$ cat src/rtl/mem_arb_pkg.sv
// Shared types and constants for the line-wide memory arbiter.
package mem_arb_pkg;

  localparam int ADDR_W_DEF = 10;
  localparam int LINE_W_DEF = 128;

  typedef enum logic [2:0] {
    ST_IDLE,
    ST_WB,
    ST_RD_D,
    ST_RD_I,
    ST_DONE
  } state_t;

  typedef logic [1:0] gnt_t;

  localparam gnt_t GNT_WB = 2'd0;
  localparam gnt_t GNT_D  = 2'd1;
  localparam gnt_t GNT_I  = 2'd2;

endpackage

$ cat src/rtl/mem_arbiter_wb_buffer.sv
// One-entry write-back buffer: captures a pulse when empty, flags overflow when full.
module wb_buffer #(
  parameter int ADDR_W = 10,
  parameter int LINE_W = 128
) (
  input  logic              clk,
  input  logic              rst,
  input  logic              wr_en,
  input  logic [ADDR_W-1:0] wr_addr,
  input  logic [LINE_W-1:0] wr_line,
  input  logic              rel,
  output logic              full,
  output logic              ready,
  output logic              ovf,
  output logic [ADDR_W-1:0] addr,
  output logic [LINE_W-1:0] line
);

  logic full_nxt;

  always_comb begin
    full_nxt = full;
    if (rel)
      full_nxt = 1'b0;
    if (wr_en && !full)
      full_nxt = 1'b1;
  end

  always_ff @(posedge clk) begin
    if (!rst) begin
      full  <= 1'b0;
      ready <= 1'b0;
      ovf   <= 1'b0;
    end else begin
      full  <= full_nxt;
      ready <= !full_nxt;
      if (wr_en && full)
        ovf <= 1'b1;
    end
  end

  // Payload needs no reset: it is only observed while full is set.
  always_ff @(posedge clk) begin
    if (wr_en && !full) begin
      addr <= wr_addr;
      line <= wr_line;
    end
  end

endmodule

$ cat src/rtl/mem_arbiter.sv
// Serialises I-fill, D-fill and D write-back traffic onto one request/ack memory port.
// Build option: define MEM_ARB_RR_EN for round-robin between tied fill requests.
module mem_arbiter
  import mem_arb_pkg::*;
#(
  parameter int ADDR_W = ADDR_W_DEF,
  parameter int LINE_W = LINE_W_DEF
) (
  input  logic              clk,
  input  logic              rst,
  input  logic              Ic_mem_req,
  input  logic [ADDR_W-1:0] Ic_mem_addr,
  output logic [LINE_W-1:0] F_mem_inst,
  output logic              F_mem_valid,
  input  logic              Dc_mem_req,
  input  logic [ADDR_W-1:0] Dc_mem_addr,
  output logic [LINE_W-1:0] MEM_data_line,
  output logic              MEM_mem_valid,
  input  logic              Dc_wb_we,
  input  logic [ADDR_W-1:0] Dc_wb_addr,
  input  logic [LINE_W-1:0] Dc_wb_wline,
  output logic              Dc_wb_ready,
  output logic              mem_req,
  output logic              mem_we,
  output logic [ADDR_W-1:0] mem_addr,
  output logic [LINE_W-1:0] mem_wline,
  input  logic [LINE_W-1:0] mem_rline,
  input  logic              mem_valid,
  output logic              err_wb_ovf
);

  state_t            state, state_nxt;
  gnt_t              gnt_q, gnt_nxt;
  logic [ADDR_W-1:0] addr_q;
  logic              pick_i;
  logic              wb_full;
  logic [ADDR_W-1:0] wb_addr;
  logic [LINE_W-1:0] wb_line;

  wb_buffer #(.ADDR_W(ADDR_W), .LINE_W(LINE_W)) u_wb_buffer (
    .clk     (clk),
    .rst     (rst),
    .wr_en   (Dc_wb_we),
    .wr_addr (Dc_wb_addr),
    .wr_line (Dc_wb_wline),
    .rel     (state == ST_WB && mem_valid),
    .full    (wb_full),
    .ready   (Dc_wb_ready),
    .ovf     (err_wb_ovf),
    .addr    (wb_addr),
    .line    (wb_line)
  );

`ifdef MEM_ARB_RR_EN
  gnt_t last_fill;

  // On a tie, the port that was not served last goes next.
  assign pick_i = Ic_mem_req && (!Dc_mem_req || last_fill == GNT_D);

  always_ff @(posedge clk) begin
    if (!rst)
      last_fill <= GNT_D;
    else if (state == ST_IDLE && (state_nxt == ST_RD_D || state_nxt == ST_RD_I))
      last_fill <= gnt_nxt;
  end
`else
  assign pick_i = Ic_mem_req && !Dc_mem_req;
`endif

  // A write-back arriving this cycle outranks fills so a same-line fill sees fresh data.
  always_comb begin
    state_nxt = state;
    gnt_nxt   = gnt_q;
    case (state)
      ST_IDLE: begin
        if (wb_full || Dc_wb_we) begin
          state_nxt = ST_WB;
          gnt_nxt   = GNT_WB;
        end else if (pick_i) begin
          state_nxt = ST_RD_I;
          gnt_nxt   = GNT_I;
        end else if (Dc_mem_req) begin
          state_nxt = ST_RD_D;
          gnt_nxt   = GNT_D;
        end
      end
      ST_WB:            if (mem_valid) state_nxt = ST_IDLE;
      ST_RD_D, ST_RD_I: if (mem_valid) state_nxt = ST_DONE;
      ST_DONE:          state_nxt = ST_IDLE;
      default:          state_nxt = ST_IDLE;
    endcase
  end

  always_ff @(posedge clk) begin
    if (!rst) begin
      state         <= ST_IDLE;
      gnt_q         <= GNT_WB;
      F_mem_inst    <= '0;
      MEM_data_line <= '0;
    end else begin
      state <= state_nxt;
      gnt_q <= gnt_nxt;
      if (state == ST_RD_I && mem_valid)
        F_mem_inst <= mem_rline;
      if (state == ST_RD_D && mem_valid)
        MEM_data_line <= mem_rline;
    end
  end

  always_ff @(posedge clk) begin
    if (state == ST_IDLE && state_nxt == ST_RD_D)
      addr_q <= Dc_mem_addr;
    else if (state == ST_IDLE && state_nxt == ST_RD_I)
      addr_q <= Ic_mem_addr;
  end

  always_comb begin
    mem_req   = 1'b0;
    mem_we    = 1'b0;
    mem_addr  = '0;
    mem_wline = '0;
    case (state)
      ST_WB: begin
        mem_req   = 1'b1;
        mem_we    = 1'b1;
        mem_addr  = wb_addr;
        mem_wline = wb_line;
      end
      ST_RD_D, ST_RD_I: begin
        mem_req  = 1'b1;
        mem_addr = addr_q;
      end
      default: ;
    endcase
  end

  assign F_mem_valid   = (state == ST_DONE) && (gnt_q == GNT_I);
  assign MEM_mem_valid = (state == ST_DONE) && (gnt_q == GNT_D);

endmodule

$ cat config.mk
export PLATFORM = sky130hd
export DESIGN_NAME = mem_arbiter
export DESIGN_NICKNAME = d
export VERILOG_FILES = /design/src/rtl/mem_arb_pkg.sv /design/src/rtl/mem_arbiter_wb_buffer.sv /design/src/rtl/mem_arbiter.sv
export SDC_FILE = /design/constraint.sdc
export NUM_CORES = 1
export LEC_CHECK = 0
export ABC_AREA = 0
export BUFFER_PORTS_ARGS = -buffer_cell sky130_fd_sc_hd__buf_4
export CAP_MARGIN = 15
export CELL_PAD_IN_SITES_DETAIL_PLACEMENT = 1
export CELL_PAD_IN_SITES_GLOBAL_PLACEMENT = 1
export CORE_AREA = 2 2 272 274
export DETAILED_ROUTE_END_ITERATION = 10
export DIE_AREA = 0 0 274 276
export PLACE_DENSITY_LB_ADDON = 0.12
export SKIP_LAST_GASP = 1
export SLEW_MARGIN = 0
export SYNTH_ARGS = -nofsm -noshare
export SYNTH_HDL_FRONTEND = slang
export SYNTH_SLANG_ARGS = --single-unit
$ cat constraint.sdc
create_clock -name clk -period 9.3 [get_ports clk]
set_input_delay 0.93 -clock clk [delete_from_list [all_inputs] [get_ports clk]]
set_output_delay 0.93 -clock clk [all_outputs]
set_load 0.03 [all_outputs]
==> results of run 1 <==
-- power by group through the flow --
stage	Clock (mW)	Combinational, mW	Sequential [mW]
after global placement	0	0.543	2.00
final	2.05	0.542	1.96
after floorplan	0	0.246	2.04
after global routing	2.20	0.584	1.97
after detailed placement	0	0.550	2.00
after CTS	2.13	0.550	1.96
-- how the worst max path moves through the flow --
stage / from / end
after floorplan: Dc_wb_we / u_wb_buffer.addr[0]
after CTS: state[0] / mem_wline[101]
after detailed placement: state[0] / mem_wline[101]
after global placement: state[0] / mem_wline[84]
final: state[0] / mem_wline[101]
after global routing: state[0] / mem_addr[2]
-- routing by layer --
layer	GRT usage [%]	vias up
met3	8.260	87
li1	-	6014
met5	0	-
met1	16.01	5959
met4	4.431	12
met2	27.21	457
-- critical path, cell delays in order, from the launching register on --
cell	delay (ns)
dfxtp_1	0.43
nor3b_4	0.45
buf_16	0.21
buf_4	0.69
and2_1	0.26
buf_4	0.17
-- synthesized netlist by cell type --
cell and count:
or3_1 1, nor2_1 3, nor2b_1 5, o21ai_0 216, buf_4 7, nand4bb_1 1, clkbuf_1 82, a31oi_1 1
o21a_1 2, buf_1 3, buf_6 2, nand2_1 129, mux2_2 10, or2_2 1, nor3b_1 3, and3_1 1
a22o_1 10, o21ai_1 42, nor3b_2 1, edfxtp_1 148, nor3_1 3, nand2b_1 1, a21oi_1 3, nand3_1 257
and2_1 129, dfxtp_1 264, a21boi_0 1, buf_2 23, nand4b_1 1, o211a_1 1
-- per-stage QoR --
step	total power [mW]	hold slack (ns)
floorplan	2.281	0.4516
global route	4.752	0.4725
CTS	4.639	0.4604
global placement	2.542	0.4462
detailed placement	2.550	0.4521
finish	4.556	0.4562
-- area by class of cell --
type	count	area, um^2	area share (%)
antenna	8	20.02	0.08982
clock buffer	79	1544	6.927
clock inverter	17	187.7	0.8420
multi-input combinational	822	4290	19.25
sequential	412	9729	43.65
tap	959	1200	5.383
timing repair buffer	703	5318	23.86
-- cells by family after synthesis --
group	after synthesis	synth area share [%]
AND/OR/NAND/NOR	536	18.73
flip-flops	412	67.10
AO/OA/AOI/OAI	276	9.881
buffers and inverters	117	3.512
multiplexers	10	0.7767
-- flip-flops by register name, indices dropped and copies added, names as in the netlist, 2 cells and up --
name,count
u_wb_buffer.addr,10
MEM_data_line,128
u_wb_buffer.line,128
state,3
addr_q,10
F_mem_inst,128
gnt_q,2
==> results.ini, run 1 <==
[synth]
synth_warnings = 0
synth_top_cell_area_share_pct = 36.45
synth.avg_cell_area_um2 = 10.73
synthTopCellsByArea = dfxtp_1 36%, edfxtp_1 31%, nand3_1 8.9%, o21ai_0 7.5%, and2_1 5.6%
yosys.area.top_type = dfxtp_1
ys_seq_area_share_pct = 67.10
syn_nets = 1643
synthDistinctLibCells = 30
syn-cell-area_mm2 = 0.01450
yosys_register_bits = 412
netlist_instances = 1351

[detailed_routing]
finalWirelength_um = 61440
viasPerCell = 4.176
route.met3.wl_um = 7477
dr_total_vias = 12529
wl_per_cell_um = 20.48
wl_met1_um = 22160
wl_met2_um = 30260
drt_first_pass_iters = 4
drc = 0
ant_nets = 0
maxUsedRoutingLayer = met5
drtIter0Drc = 454

[run_status]
status = finished, final reports clean

[global_route]
grt_pass1_wl_um = 87770
antenna_found_initial = 14
grt-ovfl-total = 0
track_usage_pct = 15.56
grt_pass1_vias = 12967
grt_max_degree = 220

[critical_path]
cp.arrival_ns = 2.89
cp.required_ns = 8.37
worstSetupEndpointType = output pin
critPathKind = register to output pin
rr_worst_depth = 4
ff2ff_setup_slack_ns = 6.66
critPathMaxFanout = 113
cp-start-kind = register
rr_endpoint = F_mem_inst[123]
r2r_start = state[2]

[floorplan]
io_pins = 692
die-width_um = 274
fp.dieArea_mm2 = 0.07562
core_area_mm2 = 0.07259
fp.dieH_um = 276
rows = 99
initial_core_util_pct = 19.97

[clock_tree]
cts_hold_buf = 0
cts.htree.levels = 2
clkLatencyLatePin_ns = 0.59
post_cts_buffers = 0
cts_inserted_buffers = 52
clockBufferDepth = 3
cts_root_buffer = clkbuf_16
clock-sinks = 412
cts_resized = 0
cts_tree = done
clk_pin_slew_ns = 0.06

[timing]
fin_skew_ns = 0.01822
worst_slack_ns = 5.482
finalHoldViolCount = 0
fin_crit_sh_pct = 41.06
tightest_slew_ns = 1.135
slew_headroom_pct = 24.36
final.setup.tns_ns = 0
rsz0062_at_grt = no
period_needed_ns = 3.818
maxSlewViolCount = 0
fmax_ghz = 0.2619
setup_violations = 0

[final_layout]
final_cell_mix = 700 x buf_4, 264 x dfxtp_1, 257 x nand3_1
fill_cells = 8275
drive_above_1_share_pct = 39.01
layout_commonest_cell = buf_4
area_growth_pct = 53.73
finalInstanceArea_mm2 = 0.02229
instances_no_fill = 3000
fin_nets = 2283
utilization_pct = 30.71

[power_and_ir_drop]
pwr-share-seq_pct = 43.1
combPwrFrac_pct = 11.9
power_density_mw_per_mm2 = 204.4
power.net_switching_mw = 1.156
ir_drop_v = 0.0001219
swShare_pct = 25.37
p_leak_nw = 9.320
p_clk_share_pct = 45.0
p_int_mw = 3.400

[hold_path]
min_to = F_mem_inst[81]
worstHoldPathCells = 2
hold_start = F_mem_inst[81]
hp-class = register to register

[placed_design]
dp_hpwl_um = 44910
finalWeightedCongestion = 0.7987
pre_cts_ws_ns = 5.594
placed_area_mm2 = 0.02051
place_inst = 2895
port_buffers = 691

[flow_run]
maxCapViolCount = 0

Note: power is estimated with default switching activity, not from simulation.
==> run 2, diff against run 1 <==
clock period = 3.45 ns   (was 9.3 ns; I/O delays follow)
==> run 2 against run 1 <==
Effect of this change:
- clock skew shrank 0.0086 ns
- cell count grew 6.2%
- cell area grew 8.5%
- critical path type unchanged
- core utilization grew 2.6 points
- critical path depth shrank 1
- combinational power grew to 3.1 times the previous value
- wire length grew 2.3%
- non-clock buffer count grew 189
- die area is the same
==> results.ini, run 2 (synthesized netlist as in run 1, its figures left out) <==
[global_route]
antenna_found_initial = 13  ; was 14
grt_max_degree = 171  ; was 220
grt-ovfl-total = 0  ; unchanged
grt_pass1_wl_um = 91590  ; was 87770 um
grt_pass1_vias = 13793  ; was 12.97k
track_usage_pct = 15.99  ; was 15.56%

[placed_design]
place_inst = 2908  ; was 2895
placed_area_mm2 = 0.02073  ; was 0.02051 mm^2
dp_hpwl_um = 46100  ; was 44910 um
port_buffers = 691  ; unchanged
pre_cts_ws_ns = 1.429  ; was 5.594 ns
finalWeightedCongestion = 0.7566  ; was 0.7987

[final_layout]
area_growth_pct = 66.86  ; was 53.73%
fin_nets = 2471  ; was 2283
top_regs = F_mem_inst (128), MEM_data_line (128), u_wb_buffer.line (128)  ; unchanged
utilization_pct = 33.33  ; was 30.71%
instances_no_fill = 3186  ; was 3000
finalInstanceArea_mm2 = 0.02419  ; was 0.02229 mm^2
final_cell_mix = 703 x buf_4, 264 x dfxtp_1, 257 x nand3_1  ; was 700 x buf_4, 264 x dfxtp_1, 257 x nand3_1
layout_commonest_cell = buf_4  ; unchanged
drive_above_1_share_pct = 36.24  ; was 39.01%

[power_and_ir_drop]
combPwrFrac_pct = 13.7  ; was 11.9%
pwr-share-seq_pct = 42.9  ; was 43.1%
p_int_mw = 9.137  ; was 3.400 mW
p_leak_nw = 10.13  ; was 9.320 nW
ir_drop_v = 0.0003497  ; was 0.0001219 V
power_mw = 12.30  ; was 4.556 mW
swShare_pct = 25.68  ; was 25.37%
power.net_switching_mw = 3.158  ; was 1.156 mW
p_clk_share_pct = 43.4  ; was 45.0%
power_density_mw_per_mm2 = 508.2  ; was 204.4 mW/mm^2

[critical_path]
rr_endpoint = addr_q[1]  ; was F_mem_inst[123]
cpPeakStageDelay_ns = 0.42  ; was 0.69 ns
cp-start-kind = register  ; unchanged
critPathMaxFanout = 141  ; was 113
worstSetupEndpointType = output pin  ; unchanged
cp_cell_sequence = nor3b_4 -> buf_12 -> and2_1 -> buf_4  ; was nor3b_4 -> buf_16 -> buf_4 -> and2_1 -> buf_4
ff2ff_setup_slack_ns = 1.47  ; was 6.66 ns
slowest_stage = dfxtp_1  ; was buf_4
critPathKind = register to output pin  ; unchanged
cp.required_ns = 3.11  ; was 8.37 ns
cp.arrival_ns = 2.18  ; was 2.89 ns
r2r_start = state[1]  ; was state[2]
rr_worst_depth = 3  ; was 4

[floorplan]
die-width_um = 274  ; unchanged
io_pins = 692  ; unchanged
core_area_mm2 = 0.07259  ; unchanged
rows = 99  ; unchanged
fp.dieArea_mm2 = 0.07562  ; unchanged
initial_core_util_pct = 19.97  ; unchanged
fp.dieH_um = 276  ; unchanged

[timing]
worst_slack_ns = 0.9226  ; was 5.482 ns
period_needed_ns = 2.527
rsz0062_at_grt = no  ; unchanged
fin_crit_sh_pct = 73.26
fmax_ghz = 0.3957
final.setup.tns_ns = 0  ; unchanged
tightest_slew_ns = 0.9337  ; was 1.135 ns
maxSlewViolCount = 0  ; unchanged
setup_violations = 0  ; unchanged
fin_skew_ns = 0.009640  ; was 0.01822 ns
slew_headroom_pct = 37.76  ; was 24.36%
timing.hold.ws_ns = 0.04151  ; was 0.4562 ns
finalHoldViolCount = 0  ; unchanged

[detailed_routing]
drt_first_pass_iters = 4  ; unchanged
drtIter0Drc = 524  ; was 454
wl_per_cell_um = 19.73  ; was 20.48 um
dr_total_vias = 13197  ; was 12.53k
viasPerCell = 4.142  ; was 4.176
ant_nets = 0  ; unchanged
finalWirelength_um = 62860  ; was 61440 um
drc = 0  ; unchanged

[clock_tree]
cts_inserted_buffers = 51  ; was 52
cts_root_buffer = clkbuf_16  ; unchanged
clkLatencyLatePin_ns = 0.57  ; was 0.59 ns
clock-sinks = 412  ; unchanged
clockBufferDepth = 3  ; unchanged
cts_tree = done  ; unchanged
clk_pin_slew_ns = 0.05  ; was 0.06 ns
cts.htree.levels = 2  ; unchanged
post_cts_buffers = 0  ; unchanged

[hold_path]
worstHoldPathCells = 3  ; was 2
min_to = F_mem_inst[81]  ; unchanged
hold_start = mem_rline[81]  ; was F_mem_inst[81]
hp-class = primary input to register  ; was register to register

[flow_run]
maxCapViolCount = 0  ; unchanged

[run_status]
status = finished, final reports clean  ; unchanged

[run 2: cell types whose count changed in the layout (fill, tap and decap cells not counted), moves of 2 or more]
cell,before,now
buf_12,1,11
diode_2,8,6
clkinv_4,2,0
clkbuf_1,14,12
dlygate4sd3_1,0,177
bufinv_16,4,1
buf_4,700,703
clkbuf_8,12,15
[run 2: power by group through the flow]
| stage | logic (mW) | clock network (mW) | registers, mW |
|---|---|---|---|
| after floorplan | 0.663 | 0 | 5.47 |
| after global placement | 1.51 | 0 | 5.38 |
| after detailed placement | 1.52 | 0 | 5.38 |
| after CTS | 1.71 | 5.56 | 5.28 |
| after global routing | 1.80 | 5.75 | 5.29 |
| final | 1.68 | 5.34 | 5.28 |
[run 2: worst max path at each step]
stage | start | endpoint | slack (ns) | depth (start not counted)
floorplan | Dc_wb_we | u_wb_buffer.addr[0] | 0.60 | 1
global placement | state[1] | MEM_data_line[49] | 1.48 | 4
detailed placement | state[1] | addr_q[1] | 1.43 | 3
CTS | state[0] | mem_wline[99] | 0.86 | 4
global route | state[0] | mem_wline[99] | 0.78 | 4
finish | state[0] | mem_wline[99] | 0.92 | 4
[run 2: what timing repair did]
action                                  4_1_cts  5_1_grt
endpoints found under the setup margin        0        0
hold buffers                                177        0
gates resized for setup                       0        0
hold endpoints to repair                    181        0
[run 2: worst max-delay path: cells and delay by family, from the launching register on]
kind	cells	cell delay [ns]
buf+inv	2	0.56
simple gates	2	0.47
flops	1	0.42
[run 2: layout make-up]
type | instances | area (um^2)
Sequential cell | 412 | 9729
Timing Repair Buffer | 892 | 7284
Antenna cell | 6 | 15.01
Fill cell | 8231 | 48390
Clock inverter | 15 | 96.34
Tap cell | 959 | 1200
Multi-Input combinational cell | 822 | 4290
Clock buffer | 80 | 1578
[run 2: layer usage]
metal  routed length (um)  up-vias  GRT usage, %
met2                31100      456         28.29
li1                     -     6392             -
met5                   83        -             0
met3                 7305       96         7.877
met1                22850     6241         16.67
met4                 1528       12         4.264
